## src/rtl/msx_timer_multi_pkg.sv

```systemverilog
// Shared constants for the multi-channel MSX interval timer: bus offsets,
// indexed register numbers and MODE/CONTROL bit positions.
package msx_timer_pkg;

  localparam logic [1:0] OFF_INDEX  = 2'd0;
  localparam logic [1:0] OFF_DATA   = 2'd1;
  localparam logic [1:0] OFF_STATUS = 2'd2;
  localparam logic [1:0] OFF_LATCH  = 2'd3;

  localparam logic [2:0] REG_MODE = 3'd0;

  localparam int MODE_IE       = 7;
  localparam int MODE_RESO_LSB = 4;
  localparam int MODE_PERIODIC = 0;

  localparam int CTRL_RUN   = 0;
  localparam int CTRL_CLEAR = 1;
  localparam int CTRL_OVR   = 7;

  localparam int STATUS_W = 8;

  // CONTROL sits directly after the NB target bytes.
  function automatic logic [2:0] ctrl_reg(input int nb);
    return 3'(nb + 1);
  endfunction

endpackage

```

## src/rtl/msx_timer_multi_if.sv

```systemverilog
// MSX I/O bus as seen by the timer. A transfer happens in every cycle with
// ioreq & valid high and an in-range address; ready is 1 whenever out of
// reset, read data returns with rdata_en one cycle after acceptance.
interface msx_timer_multi_if;
  logic       ioreq;
  logic [7:0] address;
  logic       write;
  logic       valid;
  logic       ready;
  logic [7:0] wdata;
  logic [7:0] rdata;
  logic       rdata_en;

  modport master (output ioreq, address, write, valid, wdata,
                  input  ready, rdata, rdata_en);
  modport slave  (input  ioreq, address, write, valid, wdata,
                  output ready, rdata, rdata_en);
endinterface

```

## src/rtl/msx_timer_multi_channel.sv

```systemverilog
// One timer channel: counter, target with staged multi-byte commit, MODE,
// RUN, expiry flag and overrun status.
module msx_timer_channel
  import msx_timer_pkg::*;
#(
  parameter int COUNT_WIDTH = 16
) (
  input  logic                   clk,
  input  logic                   reset,
  input  logic                   us_tick,
  input  logic [6:0]             div,
  input  logic                   wr_en,
  input  logic [2:0]             reg_sel,
  input  logic [7:0]             wdata,
  input  logic                   stat_clr,
  output logic [7:0]             rd_data,
  output logic [COUNT_WIDTH-1:0] count,
  output logic                   flag,
  output logic                   ie
);
  localparam int NB = COUNT_WIDTH / 8;

  logic [7:0]             mode;
  logic [COUNT_WIDTH-1:0] target, staging, staged_next;
  logic                   run, ovr;
  logic [2:0]             reso;
  logic [6:0]             mask;
  logic                   chan_tick, expire, wr_mode, wr_tgt, wr_ctrl;

  assign reso = mode[MODE_RESO_LSB +: 3];
  assign ie   = mode[MODE_IE];
  // RESO=0 gives an all-zero mask, so every base tick qualifies.
  assign mask      = 7'((8'd1 << reso) - 8'd1);
  assign chan_tick = us_tick && ((div & mask) == mask);
  assign expire    = chan_tick && run && (({1'b0, count} + 1'b1) >= {1'b0, target});

  assign wr_mode = wr_en && (reg_sel == REG_MODE);
  assign wr_tgt  = wr_en && (reg_sel != REG_MODE) && (reg_sel <= 3'(NB));
  assign wr_ctrl = wr_en && (reg_sel == ctrl_reg(NB));

  always_comb begin
    staged_next = staging;
    for (int b = 0; b < NB; b++)
      if (reg_sel == 3'(b + 1)) staged_next[8*b +: 8] = wdata;
  end

  always_comb begin
    rd_data = '0;
    if (reg_sel == REG_MODE) rd_data = mode;
    if (reg_sel == ctrl_reg(NB)) begin
      rd_data[CTRL_OVR] = ovr;
      rd_data[CTRL_RUN] = run;
    end
    for (int b = 0; b < NB; b++)
      if (reg_sel == 3'(b + 1)) rd_data = target[8*b +: 8];
  end

  always_ff @(posedge clk) begin
    if (reset) begin
      mode    <= '0;
      target  <= '0;
      staging <= '0;
      count   <= '0;
      run     <= 1'b0;
      flag    <= 1'b0;
      ovr     <= 1'b0;
    end else begin
      if (chan_tick && run) begin
        if (expire) begin
          if (mode[MODE_PERIODIC]) count <= '0;
          else begin
            count <= target;
            run   <= 1'b0;
          end
        end else begin
          count <= count + 1'b1;
        end
      end
      // Bus writes come after the tick so CLEAR and RUN override it.
      if (wr_mode) mode <= wdata;
      if (wr_tgt) begin
        staging <= staged_next;
        if (reg_sel == 3'(NB)) target <= staged_next;
      end
      if (wr_ctrl) begin
        run <= wdata[CTRL_RUN];
        if (wdata[CTRL_CLEAR]) count <= '0;
      end
      flag <= (flag & ~stat_clr) | expire;
      ovr  <= (ovr & ~(wr_ctrl & wdata[CTRL_OVR])) | (expire & flag);
    end
  end

endmodule

```

## src/rtl/msx_timer_multi.sv

```systemverilog
// Multi-channel interval timer top: bus decode, INDEX register, microsecond
// prescaler, count latch and read mux around CHANNELS timer channels.
module msx_timer_multi
  import msx_timer_pkg::*;
#(
  parameter int         CHANNELS    = 4,
  parameter int         COUNT_WIDTH = 16,
  parameter logic [7:0] BASE_ADDR   = 8'hB0,
  parameter int         US_DIV      = 86
) (
  input  logic              clk,
  input  logic              reset,
  msx_timer_multi_if.slave  bus,
  output logic              intr_n
);
  localparam int NB = COUNT_WIDTH / 8;
  localparam int PW = (US_DIV > 1) ? $clog2(US_DIV) : 1;

  logic [7:0]             off, index, rd_val, data_sel, latch_byte;
  logic                   accept, wr, rd;
  logic [2:0]             idx_ch, idx_reg;
  logic [PW-1:0]          us_cnt;
  logic                   us_tick;
  logic [6:0]             div;
  logic [COUNT_WIDTH-1:0] snap, snap_sel;
  logic [1:0]             ptr;
  logic [STATUS_W-1:0]    status;
  logic [CHANNELS-1:0]    flag, ie;
  logic [7:0]             ch_rd [CHANNELS];
  logic [COUNT_WIDTH-1:0] count [CHANNELS];

  assign off     = bus.address - BASE_ADDR;
  assign accept  = bus.ioreq && bus.valid && (off[7:2] == 6'd0);
  assign wr      = accept && bus.write;
  assign rd      = accept && !bus.write;
  assign idx_ch  = index[6:4];
  assign idx_reg = index[2:0];
  assign us_tick = (us_cnt == PW'(US_DIV - 1));
  assign intr_n  = ~|(flag & ie);

  for (genvar i = 0; i < CHANNELS; i++) begin : g_ch
    msx_timer_channel #(.COUNT_WIDTH(COUNT_WIDTH)) u_ch (
      .clk      (clk),
      .reset    (reset),
      .us_tick  (us_tick),
      .div      (div),
      .wr_en    (wr && (off[1:0] == OFF_DATA) && (idx_ch == 3'(i))),
      .reg_sel  (idx_reg),
      .wdata    (bus.wdata),
      .stat_clr (wr && (off[1:0] == OFF_STATUS) && bus.wdata[i]),
      .rd_data  (ch_rd[i]),
      .count    (count[i]),
      .flag     (flag[i]),
      .ie       (ie[i])
    );
  end

  always_comb begin
    data_sel = '0;
    snap_sel = '0;
    for (int i = 0; i < CHANNELS; i++) begin
      if (idx_ch == 3'(i)) data_sel = ch_rd[i];
      if (bus.wdata[2:0] == 3'(i)) snap_sel = count[i];
    end
    latch_byte = '0;
    for (int b = 0; b < NB; b++)
      if (ptr == 2'(b)) latch_byte = snap[8*b +: 8];
    status = '0;
    status[CHANNELS-1:0] = flag;
    case (off[1:0])
      OFF_INDEX:  rd_val = index;
      OFF_DATA:   rd_val = data_sel;
      OFF_STATUS: rd_val = status;
      default:    rd_val = latch_byte;
    endcase
  end

  always_ff @(posedge clk) begin
    if (reset) begin
      us_cnt <= '0;
      div    <= '0;
    end else if (us_tick) begin
      us_cnt <= '0;
      div    <= div + 1'b1;
    end else begin
      us_cnt <= us_cnt + 1'b1;
    end
  end

  always_ff @(posedge clk) begin
    if (reset) begin
      index        <= '0;
      snap         <= '0;
      ptr          <= '0;
      bus.ready    <= 1'b0;
      bus.rdata    <= '0;
      bus.rdata_en <= 1'b0;
    end else begin
      bus.ready    <= 1'b1;
      bus.rdata_en <= rd;
      bus.rdata    <= rd ? rd_val : 8'h00;
      if (wr && (off[1:0] == OFF_INDEX)) index <= bus.wdata;
      // Counters update on the same edge, so this captures the pre-tick value.
      if (wr && (off[1:0] == OFF_LATCH)) begin
        snap <= snap_sel;
        ptr  <= '0;
      end
      if (rd && (off[1:0] == OFF_LATCH))
        ptr <= (ptr == 2'(NB - 1)) ? 2'd0 : ptr + 2'd1;
    end
  end

endmodule

```

## src/flat_wrapper.sv

```systemverilog
// flat-port wrapper written by rule: the top's interface ports become plain ports
module msx_timer_multi_flat import msx_timer_pkg::*;
#(
  parameter int         CHANNELS    = 4,
  parameter int         COUNT_WIDTH = 16,
  parameter logic [7:0] BASE_ADDR   = 8'hB0,
  parameter int         US_DIV      = 86
)
  (clk, reset, intr_n, bus_ioreq, bus_address, bus_write, bus_valid, bus_wdata, bus_ready, bus_rdata, bus_rdata_en);
  msx_timer_multi_if bus_i ();
  input  logic clk;
  input  logic reset;
  output logic intr_n;
  input wire logic [$bits(bus_i.ioreq)-1:0] bus_ioreq;
  input wire logic [$bits(bus_i.address)-1:0] bus_address;
  input wire logic [$bits(bus_i.write)-1:0] bus_write;
  input wire logic [$bits(bus_i.valid)-1:0] bus_valid;
  input wire logic [$bits(bus_i.wdata)-1:0] bus_wdata;
  output wire logic [$bits(bus_i.ready)-1:0] bus_ready;
  output wire logic [$bits(bus_i.rdata)-1:0] bus_rdata;
  output wire logic [$bits(bus_i.rdata_en)-1:0] bus_rdata_en;
  assign bus_i.ioreq = bus_ioreq;
  assign bus_i.address = bus_address;
  assign bus_i.write = bus_write;
  assign bus_i.valid = bus_valid;
  assign bus_i.wdata = bus_wdata;
  assign bus_ready = bus_i.ready;
  assign bus_rdata = bus_i.rdata;
  assign bus_rdata_en = bus_i.rdata_en;
  msx_timer_multi #(.CHANNELS(CHANNELS), .COUNT_WIDTH(COUNT_WIDTH), .BASE_ADDR(BASE_ADDR), .US_DIV(US_DIV)) u_core (.clk(clk), .reset(reset), .bus(bus_i), .intr_n(intr_n));
endmodule
```

## config.mk

```make
export PLATFORM = sky130hd
export DESIGN_NAME = msx_timer_multi_flat
export DESIGN_NICKNAME = d
export VERILOG_FILES = /design/src/rtl/msx_timer_multi_pkg.sv /design/src/rtl/msx_timer_multi_if.sv /design/src/rtl/msx_timer_multi_channel.sv /design/src/rtl/msx_timer_multi.sv /design/src/flat_wrapper.sv
export SDC_FILE = /design/constraint.sdc
export NUM_CORES = 1
export LEC_CHECK = 0
export BUFFER_PORTS_ARGS = -buffer_cell sky130_fd_sc_hd__buf_2
export CAP_MARGIN = 10
export CELL_PAD_IN_SITES_DETAIL_PLACEMENT = 1
export CELL_PAD_IN_SITES_GLOBAL_PLACEMENT = 2
export CORE_ASPECT_RATIO = 0.9
export CORE_UTILIZATION = 25
export CTS_CLUSTER_SIZE = 40
export DETAILED_ROUTE_END_ITERATION = 6
export GPL_ROUTABILITY_DRIVEN = 1
export PLACE_DENSITY_LB_ADDON = 0.1
export SETUP_SLACK_MARGIN = 0.15
export SLEW_MARGIN = 20
export SYNTH_ARGS = -nofsm -noshare
export SYNTH_HDL_FRONTEND = slang
export SYNTH_HIERARCHICAL = 1
export SYNTH_SLANG_ARGS = --single-unit
```

## constraint.sdc

```tcl
create_clock -name clk -period 3.8 [get_ports clk]
set_input_delay 0.38 -clock clk [delete_from_list [all_inputs] [get_ports clk]]
set_output_delay 0.38 -clock clk [all_outputs]
set_load 0.01 [all_outputs]
```

Word-level counts from Yosys, hierarchy flattened. Index checks and enable logic that the tools add are counted.

ROM bits: 0. Memory bits (writable): 0. Output and inout port bits: 11. Flip-flop bits (word level): 286. Word-level logic and storage cells: 274. Input port bits: 21. Memories: 0. Latch bits: 0.

Multiplexer cells: 79. Div/mod/pow operators: 0. Reductions and logical operators: 74. Add/sub/neg operators: 16. $mul: 0. Eq/ne operators: 22. $lt $le $gt $ge: 5. Shift-type cells: 4. Bitwise logic cells: 38.

Operator list (count): $mux W16 (24); $mux W8 (26); $add A16 B1 Y17 const B (4); $ge A17 B16 Y1 (4); $add A16 B1 Y16 const B (4); $logic_and A1 B1 Y1 (45); $and A7 B7 Y7 (4); $eq A7 B7 Y1 (4); $shl A1 B3 Y7 const A (4); $sub A7 B1 Y7 const B (4); $mux W1 (25); $pmux W8 S3 (1); $eq A3 B2 Y1 const B (6); $reduce_bool A2 Y1 (9); $and A1 B1 Y1 (16); $add A7 B1 Y7 const B (2); $reduce_and A3 Y1 (4); $eq A3 B1 Y1 const B (3); $logic_not A3 Y1 (3); $not A1 Y1 (9); $ne A2 B1 Y1 const B (4); $or A1 B1 Y1 (8); $reduce_and A2 Y1 (4); $sub A8 B8 Y8 const B (1); other kinds (13) (20).

Depth between registers and ports, before layout. Gate-level depths: netlist of the first run.

Word-level depth: 11. Mapped depth: 14. Mapped depth without buffers: 11.

Cells and area by module. The synthesis of the first run kept the hierarchy.

By module, submodules not included: msx_timer_channel (cells an instance 388, times used 4, area each 3084.2 um^2, sequential area each 1021.0 um^2); msx_timer_multi (cells an instance 305, times used 1, area each 2959.1 um^2, sequential area each 1001.0 um^2).

Worst setup path after synthesis of the first run. OpenSTA, ideal clock, no wires.

Kind: flip-flop to flip-flop. Start: register u_core.g_ch[0].u_ch.count[2]. End: register u_core.g_ch[0].u_ch.count[11]. Cell stages (with the launch flop): 14. Required time: 3.680 ns. Setup slack: 0.961 ns. Path buffers: 2. Arrival: 2.720 ns. Setup time: 0.120 ns. Clock period less this slack: 2.839 ns. Path through: dfxtp_1 > buf_6 > and4_4 > buf_6 > nand3_1 > nor2_1 > xor2_1 > ha_1 > a21oi_1 > and2b_2 > o31ai_1 > o2111ai_2 > nor4b_1 > o31a_1.

Word-level cells in the longest chain between the ends: 7. Elaborated cells between the ends (all ways): 8. Classes of those cells: add/sub: 2; order compare: 1; mux: 4; reduce/logical: 1.

RTL lines: start, declared (RTL line msx_timer_multi_channel.sv:17) `output logic [COUNT_WIDTH-1:0] count,`; start signal, assigned (RTL line msx_timer_multi_channel.sv:72) `count <= target;`; start signal, assigned (RTL line msx_timer_multi_channel.sv:76) `count <= count + 1'b1;`; $add A16 B1 Y17 (RTL line msx_timer_multi_channel.sv:35) `assign expire = chan_tick && run && (({1'b0, count} + 1'b1) >= {1'b0, target});`; $ge A17 B16 Y1 (RTL line msx_timer_multi_channel.sv:35); $logic_and A1 B1 Y1 (RTL line msx_timer_multi_channel.sv:35); $mux W16 (*) (RTL line msx_timer_multi_channel.sv:69) `if (expire) begin`; $mux W16 (*) (RTL line msx_timer_multi_channel.sv:68) `if (chan_tick && run) begin`; $mux W16 (RTL line msx_timer_multi_channel.sv:87) `if (wdata[CTRL_CLEAR]) count <= '0;`; $mux W16 (*) (RTL line msx_timer_multi_channel.sv:85) `if (wr_ctrl) begin`.

Every way passes the cells marked *; elsewhere a longest branch is shown, timed or not. A chain may end at the register's enable or synchronous reset.

Worst setup path after layout of the first run.
Start: register u_core.g_ch[2].u_ch.count[0]. End: register u_core.g_ch[2].u_ch.count[7].

Word-level cells in the longest chain between the ends: 7. Elaborated cells between the ends (all ways): 8. Classes of those cells: add/sub: 2; order compare: 1; mux: 4; reduce/logical: 1.

RTL lines (RTL line): start, declared (msx_timer_multi_channel.sv:17); start signal, assigned (msx_timer_multi_channel.sv:72); start signal, assigned (msx_timer_multi_channel.sv:76); $add A16 B1 Y17 (msx_timer_multi_channel.sv:35); $ge A17 B16 Y1 (msx_timer_multi_channel.sv:35); $logic_and A1 B1 Y1 (msx_timer_multi_channel.sv:35); $mux W16 (*) (msx_timer_multi_channel.sv:69); $mux W16 (*) (msx_timer_multi_channel.sv:68); $mux W16 (msx_timer_multi_channel.sv:87); $mux W16 (*) (msx_timer_multi_channel.sv:85).

Marked as above.

==> metrics.log, run 1 <==
INFO  metric clk_latency = between 0.5 and 0.6 ns
INFO  metric final_critical_period = 3.39 ns
INFO  metric crit-reg2reg-launch = u_core/g_ch[2].u_ch/count[0]$_SDFF_PP0_
INFO  metric timing.critical_path.arrival = 3.81 ns
INFO  metric critPathRequiredTime = 4.23 ns
INFO  metric preCtsSetupSlack = approximately 0.33 ns
INFO  metric wl_per_cell = between 20 and 25 µm
INFO  metric cpMaxStageDelayCell = sky130_fd_sc_hd__dfxtp_1
INFO  metric netlist_top_cells_area = sky130_fd_sc_hd__dfxtp_1 (33%), sky130_fd_sc_hd__mux2i_1 (8.2%), sky130_fd_sc_hd__a21oi_1 (7.5%)
INFO  metric grt_first_pass_wirelength = approximately 94,000 µm
INFO  metric routed-via-count = ~13,000
INFO  metric grt_pass1_vias = roughly 14,000
INFO  metric cp_slowest_stage_delay = ~0.57 ns
INFO  metric fmax = 295 MHz
INFO  metric final_antenna_net_count = 0
INFO  metric synth-main-ff-cell = sky130_fd_sc_hd__dfxtp_1
INFO  metric final.period_utilization = 0.891
INFO  metric area_growth_syn_to_layout = 13.4%
INFO  metric run_status = finished clean
INFO  metric total_nets_after_synthesis = 1,949
INFO  metric grt.overflow.total = 0
INFO  metric finalNetCount = 1,954
INFO  metric startpoint_type = register
INFO  metric cts_hold_repair.buffers = 0
INFO  metric critical_path.startpoint = u_core/g_ch[2].u_ch/count[0]$_SDFF_PP0_
INFO  metric worst_slack = roughly 0.41 ns
INFO  metric crit_path_cell_trace = ha_2, and4_4, nand4_1, xnor2_1, ha_1, nand3_1, a21oi_1, o31ai_1, o2111ai_2, buf_4, nor4b_1, o31a_1
INFO  metric unrepaired_setup_endpoints_after_global_routing = no
INFO  metric cts.sinks = between 200 and 300
INFO  metric synthCells = 1,857
INFO  metric clock_input_transition_at_the_sequential_cells_of_the_worst_setup_and_hold_paths = 0.06 ns
INFO  metric design.die.area = between 60,000 and 70,000 µm²
INFO  metric wirelength = 62,700 µm
INFO  metric timing.critical_path.to_type = register
INFO  metric post-dp-hpwl = 45,800 µm
INFO  metric ys.warnings.count = 6
INFO  metric syn-mean-instance-area = between 8 and 9 µm²
INFO  metric power.density = 364 nW/µm²
INFO  metric grt_antenna_before_repair = 3
INFO  metric synth-seq-area-share = 0.332
INFO  metric via_per_inst = about 5.0
INFO  metric die_height = 237 µm
INFO  metric synth_cell_types = 71
INFO  metric drc_errors = 0
INFO  metric drt_pre_antenna_iters = 5
INFO  metric overall_die_width = 263 µm
INFO  metric tritoncts = done
INFO  metric timing.max_cap.violations = 0
INFO  metric slew_headroom = 0.293
INFO  metric first_iter_violations = 732
INFO  metric ctsHtreeMaxLevel = 2
INFO  metric setup_viol_count_final = 0
INFO  metric yosys.area.top_type_share = 0.332
INFO  metric setup.reg_to_reg.worst_slack = 0.41 ns
INFO  metric report.final.hold_viol_count = 0
INFO  metric yosys_register_bits = 254
INFO  metric async_reset_ff_frac = 0
INFO  metric synth_edf_count = 0
INFO  metric totalNegativeSetupSlack = 0 ns
INFO  metric power.ir.vdd_worst = 0.236 mV
INFO  metric classification_of_the_worst_setup_path = reg -> reg
INFO  metric timing.critical_path.fanout_max = 12
INFO  metric synth_area = 15,300 µm²
INFO  metric tritoncts.num_buffers = 35
INFO  metric timing.hold.ws = 0.254 ns
INFO  metric initial_utilization = 0.255
INFO  metric worst_clock_skew = 0.0254 ns
INFO  metric num_io_pins = 32
INFO  metric port_buffers = 31
INFO  metric yosysTopAreaCell = sky130_fd_sc_hd__dfxtp_1
INFO  metric most-common-layout-cells = sky130_fd_sc_hd__nand2_1 (263), sky130_fd_sc_hd__dfxtp_1 (252), sky130_fd_sc_hd__a21oi_1 (228)
INFO  metric row_count = 85
INFO  metric power.static_leakage = between 6 and 7 nW
INFO  metric final-max-slew-violation-count = 0
INFO  metric ratio_of_cells_with_drive_above_1_in_the_final_layout = 0.128
INFO  metric max-clock-path-buffers = 3
INFO  metric hold_path.class = in -> reg
INFO  metric track_usage = 0.202
INFO  metric root_buffer = sky130_fd_sc_hd__clkbuf_16
INFO  metric finalWeightedCongestion = ~0.83
INFO  metric origin_of_the_worst_min_delay_path = reset
INFO  metric grt_max_degree = 53
INFO  metric worst_pin_slew = 1.05 ns
INFO  metric core_region_area = 60,100 µm²
INFO  metric mostFrequentLayoutCell = sky130_fd_sc_hd__nand2_1
[worst paths after layout]
kind,end,cells after the start
max,u_core/g_ch[2].u_ch/count[7]$_SDFF_PP0_,12
min,u_core/div[5]$_SDFFE_PP0P_,2
max reg2reg,u_core/g_ch[2].u_ch/count[7]$_SDFF_PP0_,12
min reg2reg,u_core/g_ch[2].u_ch/target[5]$_SDFFE_PP0P_,2
[power by group]
group,total (mW),switching (mW),leakage (nW),internal (mW)
Sequential,2.67,0.00264,2.05,2.67
Combinational,0.183,0.142,3.73,0.0410
Clock,3.47,1.33,0.570,2.14
Total,6.32,1.48,6.34,4.85
[stage by stage]
| stage | util | std cells | power (mW) | instance area (µm²) |
|---|---|---|---|---|
| floorplan | - | 1857 | 2.81 | 15300 |
| global placement | 0.269 | 2608 | 2.91 | 16200 |
| detailed placement | 0.269 | 2608 | 2.91 | 16200 |
| CTS | 0.289 | 2667 | 6.45 | 17300 |
| global route | 0.289 | 2667 | 6.57 | 17300 |
| finish | 0.289 | 2669 | 6.32 | 17400 |
[flip-flops by register name (all words and copies together), names as in the netlist, 4 cells and up]
signal and flops:
u_core/g_ch.u_ch/run 4, u_core/g_ch.u_ch/target 64, u_core/g_ch.u_ch/staging 32, u_core/us_cnt 7
u_core/bus.rdata 8, u_core/g_ch.u_ch/mode 32, u_core/g_ch.u_ch/ovr 4, u_core/g_ch.u_ch/flag 4
u_core/index 8, u_core/div 7, u_core/snap 16, u_core/g_ch.u_ch/count 64
[cells by family (layout without fill, tap and decap cells)]
group                    after synthesis  in the layout  synth area share
AO/OA/AOI/OAI                        380            380             0.143
XOR/XNOR                              67             67            0.0384
adder cells (fa/ha/maj)               71             71            0.0581
buffers and inverters                211            238            0.0730
flip-flops                           254            254             0.332
multiplexers                         161            161             0.128
other                                  0              2                 0
AND/OR/NAND/NOR                      713            713             0.227
[critical path, delay by kind of cell, from the launching register on]
family / cells / cell delay, ns
AO/OA/AOI/OAI: 4 / 0.82
AND/OR/NAND/NOR: 4 / 0.71
adder cells (fa/ha/maj): 2 / 0.67
flip-flops: 1 / 0.57
XOR/XNOR: 1 / 0.28
buffers and inverters: 1 / 0.23
[cells in the mapped netlist (14+ instances only)]
cell type / count
sky130_fd_sc_hd__clkbuf_1: 50
sky130_fd_sc_hd__buf_2: 30
sky130_fd_sc_hd__nand2b_1: 22
sky130_fd_sc_hd__ha_1: 71
sky130_fd_sc_hd__nor3_1: 14
sky130_fd_sc_hd__nand2_1: 263
sky130_fd_sc_hd__xnor2_1: 57
sky130_fd_sc_hd__nand4_1: 41
sky130_fd_sc_hd__inv_1: 80
sky130_fd_sc_hd__a21oi_1: 228
sky130_fd_sc_hd__nand3_1: 29
sky130_fd_sc_hd__mux2i_1: 126
sky130_fd_sc_hd__nand3b_1: 18
sky130_fd_sc_hd__nor2_1: 204
sky130_fd_sc_hd__nor2b_1: 14
sky130_fd_sc_hd__buf_6: 24
sky130_fd_sc_hd__nor4_1: 16
sky130_fd_sc_hd__o21ai_0: 75
sky130_fd_sc_hd__dfxtp_1: 254
sky130_fd_sc_hd__mux4_2: 27
[timing repair]
| item | CTS | global route |
|---|---|---|
| setup endpoints to repair | 0 | 7 |
| setup buffers | 0 | 0 |
| resized for setup | 0 | 2 |
[final cells by class]
cell class	count	area, µm²
Antenna cell	2	5.00
Clock buffer	50	1020
Clock inverter	9	150
Fill cell	7002	42700
Inverter	81	304
Multi-Input combinational cell	1392	9100
Sequential cell	254	5090
Tap cell	783	980
Timing Repair Buffer	98	702
[per-layer routing]
metal | track usage | share of wire | routed length (µm)
met1 | 0.286 | 0.51 | 31700
met2 | 0.324 | 0.45 | 28300
met3 | 0.0223 | 0.024 | 1510
met4 | 0.0519 | 0.019 | 1210
met5 | 0 | 0 | 0
Note: power is estimated with default switching activity, not from simulation.
==> inputs of run 2 (changes only) <==
--- a/config.mk
+++ b/config.mk
@@ -5,6 +5,7 @@
 export SDC_FILE = /design/constraint.sdc
 export NUM_CORES = 1
 export LEC_CHECK = 0
+export ABC_AREA = 1
 export BUFFER_PORTS_ARGS = -buffer_cell sky130_fd_sc_hd__buf_2
 export CAP_MARGIN = 10
 export CELL_PAD_IN_SITES_DETAIL_PLACEMENT = 1
==> run 2 against run 1 <==
Net effect:
- first-iteration DRC count up 21%
- critical path type unchanged
- clock skew down 0.011 ns
- non-clock buffer count is 13 lower
- sequential share of layout area down 2.4 points
- die area increased by 8.2%
- combinational power increased by 11%
- synthesized cell count rose by 33%
- utilization is essentially flat
- clock-buffer cell count down 3
- sequential cell count stayed put
- critical path depth grew 2
- sequential power about the same
==> metrics.log, run 2 <==
INFO  metric run_status = finished clean (unchanged)
INFO  metric track_usage = 0.219 (was 0.202)
INFO  metric netlist_top_cells_area = sky130_fd_sc_hd__dfxtp_1 (31%), sky130_fd_sc_hd__nand2_1 (11%), sky130_fd_sc_hd__nor2_1 (8.3%) (was sky130_fd_sc_hd__dfxtp_1 (33%), sky130_fd_sc_hd__mux2i_1 (8.2%), sky130_fd_sc_hd__a21oi_1 (7.5%))
INFO  metric grt_first_pass_wirelength = 111,000 µm (was 94,300 µm)
INFO  metric ctsHtreeMaxLevel = 2 (unchanged)
INFO  metric final.period_utilization = 0.865 (was 0.891)
INFO  metric total_nets_after_synthesis = 2,566 (was 1,949)
INFO  metric synth_cell_types = 48 (was 71)
INFO  metric max-clock-path-buffers = 3 (unchanged)
INFO  metric most_common_cell_in_the_synthesized_netlist = sky130_fd_sc_hd__nand2_1 (unchanged)
INFO  metric r2r_end = u_core/g_ch[1].u_ch/count[8]$_SDFF_PP0_ (was u_core/g_ch[2].u_ch/count[7]$_SDFF_PP0_)
INFO  metric port_buffers = 31 (unchanged)
INFO  metric finalWeightedCongestion = 0.862 (was 0.833)
INFO  metric routed-via-count = 16,700 (was 13,300)
INFO  metric cp_slowest_stage_delay = 0.47 ns (was 0.57 ns)
INFO  metric power.ir.vdd_worst = 0.252 mV (was 0.236 mV)
INFO  metric wirelength = 73,500 µm (was 62,700 µm)
INFO  metric tritoncts = done (unchanged)
INFO  metric ys.warnings.count = 6 (unchanged)
INFO  metric cts.sinks = 254 (unchanged)
INFO  metric power.density = 335 nW/µm² (was 364 nW/µm²)
INFO  metric synth-main-ff-cell = sky130_fd_sc_hd__dfxtp_1 (unchanged)
INFO  metric tritoncts.num_buffers = 35 (unchanged)
INFO  metric synth-seq-area-share = 0.307 (was 0.332)
INFO  metric report.final.hold_viol_count = 0 (unchanged)
INFO  metric critPathTopFamily = simple AND/OR/NAND/NOR gates (was compound AO/OA/AOI/OAI gates)
INFO  metric core_region_area = 65,500 µm² (was 60,100 µm²)
INFO  metric grt_max_degree = 36 (was 53)
INFO  metric crit-reg2reg-launch = u_core/g_ch[1].u_ch/count[2]$_SDFF_PP0_ (was u_core/g_ch[2].u_ch/count[0]$_SDFF_PP0_)
INFO  metric ratio_of_cells_with_drive_above_1_in_the_final_layout = 0.112 (was 0.128)
INFO  metric final_critical_period = 3.29 ns (was 3.39 ns)
INFO  metric grt.overflow.total = 0 (unchanged)
INFO  metric worst_clock_skew = 0.0145 ns (was 0.0254 ns)
INFO  metric ys_top_cells_by_count = sky130_fd_sc_hd__nand2_1 (477), sky130_fd_sc_hd__nor2_1 (367), sky130_fd_sc_hd__inv_1 (292) (was sky130_fd_sc_hd__nand2_1 (263), sky130_fd_sc_hd__dfxtp_1 (254), sky130_fd_sc_hd__a21oi_1 (228))
INFO  metric via_per_inst = 4.91 (was 4.99)
INFO  metric unrepaired_setup_endpoints_after_global_routing = yes (was no)
INFO  metric grt_antenna_before_repair = 3 (unchanged)
INFO  metric drc_errors = 0 (unchanged)
INFO  metric final-max-slew-violation-count = 0 (unchanged)
INFO  metric yosysTopAreaCell = sky130_fd_sc_hd__dfxtp_1 (unchanged)
INFO  metric nFillCells = 8,208 (was 7,002)
INFO  metric slew_headroom = 0.365 (was 0.293)
INFO  metric initial_utilization = 0.253 (was 0.255)
INFO  metric mostFrequentLayoutCell = sky130_fd_sc_hd__nand2_1 (unchanged)
INFO  metric overall_die_width = 273 µm (was 263 µm)
INFO  metric first_iter_violations = 884 (was 732)
INFO  metric design.die.area = 67,300 µm² (was 62,200 µm²)
INFO  metric timing.critical_path.arrival = 3.77 ns (was 3.81 ns)
INFO  metric hold_path.class = in -> reg (unchanged)
INFO  metric hold-path-cell-count = 3 (was 2)
INFO  metric num_io_pins = 32 (unchanged)
INFO  metric placed_area = 17,700 µm² (was 16,200 µm²)
INFO  metric synthCells = 2,474 (was 1,857)
INFO  metric final_non_filler_cell_area = 18,900 µm² (was 17,400 µm²)
INFO  metric finalNetCount = 2,594 (was 1,954)
INFO  metric fmax = 304 MHz (was 295 MHz)
INFO  metric startpoint_type = register (unchanged)
INFO  metric die_height = 246 µm (was 237 µm)
INFO  metric timing.critical_path.fanout_max = 17 (was 12)
INFO  metric ff2ff_path_depth = 14 (was 12)
INFO  metric timing.critical_path.to_type = register (unchanged)
INFO  metric critical-path-top-cell-by-count = sky130_fd_sc_hd__nor2_1
INFO  metric root_buffer = sky130_fd_sc_hd__clkbuf_16 (unchanged)
INFO  metric worst_pin_slew = 0.953 ns (was 1.05 ns)
INFO  metric power.static_leakage = 7.62 nW (was 6.34 nW)
INFO  metric critPathBufInv = 1 (unchanged)
INFO  metric timing.max_cap.violations = 0 (unchanged)
INFO  metric drt_pre_antenna_iters = 5 (unchanged)
INFO  metric classification_of_the_worst_setup_path = reg -> reg (unchanged)
INFO  metric most-common-layout-cells = sky130_fd_sc_hd__nand2_1 (475), sky130_fd_sc_hd__nor2_1 (367), sky130_fd_sc_hd__inv_1 (292) (was sky130_fd_sc_hd__nand2_1 (263), sky130_fd_sc_hd__dfxtp_1 (252), sky130_fd_sc_hd__a21oi_1 (228))
INFO  metric synth_area = 16,600 µm² (was 15,300 µm²)
INFO  metric final_util = 0.288 (was 0.289)
INFO  metric clock_input_transition_at_the_sequential_cells_of_the_worst_setup_and_hold_paths = 0.06 ns (about the same)
INFO  metric origin_of_the_worst_min_delay_path = bus_wdata[0] (was reset)
INFO  metric final_antenna_net_count = 0 (unchanged)
INFO  metric grt_pass1_vias = 16,700 (was 13,900)
INFO  metric setup_viol_count_final = 0 (unchanged)
INFO  metric wl_per_cell = 21.7 µm (was 23.5 µm)
INFO  metric hold-path-endpoint = u_core/g_ch[0].u_ch/run$_SDFFE_PP0P_ (was u_core/div[5]$_SDFFE_PP0P_)
INFO  metric async_reset_ff_frac = 0 (unchanged)
INFO  metric critPathRequiredTime = 4.28 ns (was 4.23 ns)
INFO  metric total_power = 6.33 mW (was 6.32 mW)
INFO  metric clk_latency = 0.55 ns (about the same)
INFO  metric layout_top_registers = u_core/g_ch.u_ch/count: 64 flops, u_core/g_ch.u_ch/target: 64 flops (unchanged)
INFO  metric totalNegativeSetupSlack = 0 ns (unchanged)
INFO  metric cpMaxStageDelayCell = sky130_fd_sc_hd__dfxtp_1 (unchanged)
INFO  metric setup.reg_to_reg.worst_slack = 0.51 ns (was 0.41 ns)
INFO  metric yosys_register_bits = 254 (unchanged)
INFO  metric post-dp-hpwl = 56,000 µm (was 45,800 µm)
INFO  metric crit_path_cell_trace = inv_1, nor3_2, nand2_1, nor2_1, xor2_1, ha_1, nand4_1, nor4_1, nand2_2, nand3_4, nand2_4, nor2_1, nor2_1, nor2_1 (was ha_2, and4_4, nand4_1, xnor2_1, ha_1, nand3_1, a21oi_1, o31ai_1, o2111ai_2, buf_4, nor4b_1, o31a_1)
INFO  metric syn-mean-instance-area = 6.69 µm² (was 8.24 µm²)
INFO  metric area_growth_syn_to_layout = 14.1% (was 13.4%)
INFO  metric row_count = 89 (was 85)
INFO  metric synth_edf_count = 0 (unchanged)
INFO  metric yosys.area.top_type_share = 0.307 (was 0.332)
run 2: worst register-to-register path: stages, from the launching register on:
cell and delay [ns]:
sky130_fd_sc_hd__dfxtp_1 0.47, sky130_fd_sc_hd__inv_1 0.12, sky130_fd_sc_hd__nor3_2 0.30, sky130_fd_sc_hd__nand2_1 0.15, sky130_fd_sc_hd__nor2_1 0.15, sky130_fd_sc_hd__xor2_1 0.32, sky130_fd_sc_hd__ha_1 0.26, sky130_fd_sc_hd__nand4_1 0.11
sky130_fd_sc_hd__nor4_1 0.37, sky130_fd_sc_hd__nand2_2 0.27, sky130_fd_sc_hd__nand3_4 0.18, sky130_fd_sc_hd__nand2_4 0.17, sky130_fd_sc_hd__nor2_1 0.18, sky130_fd_sc_hd__nor2_1 0.07, sky130_fd_sc_hd__nor2_1 0.10
run 2: through the flow:
step	cells	worst slack [ns]	hold WS, ns
2_1_floorplan	2474	1.04	0.422
3_3_place_gp	3327	0.286	0.440
3_5_place_dp	3328	0.377	0.452
4_1_cts	3388	0.335	0.313
5_1_grt	3389	0.148	0.365
6_report	3393	0.512	0.357
run 2: layer usage:
metal,routed length [µm],global-route usage,vias up
li1,-,-,8234
met1,36200,0.308,8119
met2,33800,0.359,247
met3,2390,0.0227,64
met4,1130,0.0440,2
met5,9,0,-
run 2: power by group:
group / internal [mW] / switching [mW]
sequential: 2.67 / 0.00272
combinational: 0.0370 / 0.166
clock: 2.10 / 1.36
total: 4.81 / 1.53
run 2: worst max-delay path by stage:
| stage | from | end | slack, ns | cells past startpoint |
|---|---|---|---|---|
| floorplan | u_core/g_ch[3].u_ch/count[0]$_SDFF_PP0_ | u_core/g_ch[3].u_ch/count[11]$_SDFF_PP0_ | 1.04 | 19 |
| global placement | u_core/g_ch[1].u_ch/count[0]$_SDFF_PP0_ | u_core/g_ch[1].u_ch/count[8]$_SDFF_PP0_ | 0.29 | 15 |
| detailed placement | u_core/g_ch[1].u_ch/count[0]$_SDFF_PP0_ | u_core/g_ch[1].u_ch/count[8]$_SDFF_PP0_ | 0.38 | 15 |
| CTS | u_core/g_ch[1].u_ch/count[0]$_SDFF_PP0_ | u_core/g_ch[1].u_ch/count[8]$_SDFF_PP0_ | 0.33 | 15 |
| global route | u_core/g_ch[0].u_ch/count[4]$_SDFF_PP0_ | u_core/g_ch[0].u_ch/count[12]$_SDFF_PP0_ | 0.15 | 20 |
| finish | u_core/g_ch[1].u_ch/count[2]$_SDFF_PP0_ | u_core/g_ch[1].u_ch/count[8]$_SDFF_PP0_ | 0.51 | 14 |
run 2: cell type report:
type	instances	area [µm²]	area share
Clock buffer	47	993	0.0526
Inverter	317	1190	0.0631
Tap cell	864	1080	0.0572
Antenna cell	4	10.0	0.000530
Timing Repair Buffer	85	561	0.0297
Multi-Input combinational cell	1809	9790	0.519
Clock inverter	13	169	0.00894
Sequential cell	254	5090	0.269
run 2: cells by family (layout without fill, tap and decap cells):
logic type                 count (synthesis)  after routing  synth area share
adders and majority gates                 71             71            0.0536
other                                      0              4                 0
and+or+nand+nor                         1200           1200             0.339
muxes                                     32             32            0.0193
buffers and inverters                    411            462             0.102
AOI/OAI and AO/OA                        450            450             0.149
xor gates and xnor gates                  56             56            0.0296
DFF                                      254            254             0.307
run 2: what timing repair did:
item / in CTS / in global routing
hold buffers: 0 / 0
resized for setup: 0 / 4
endpoints found under the setup margin: 0 / 26
setup buffers: 0 / 0
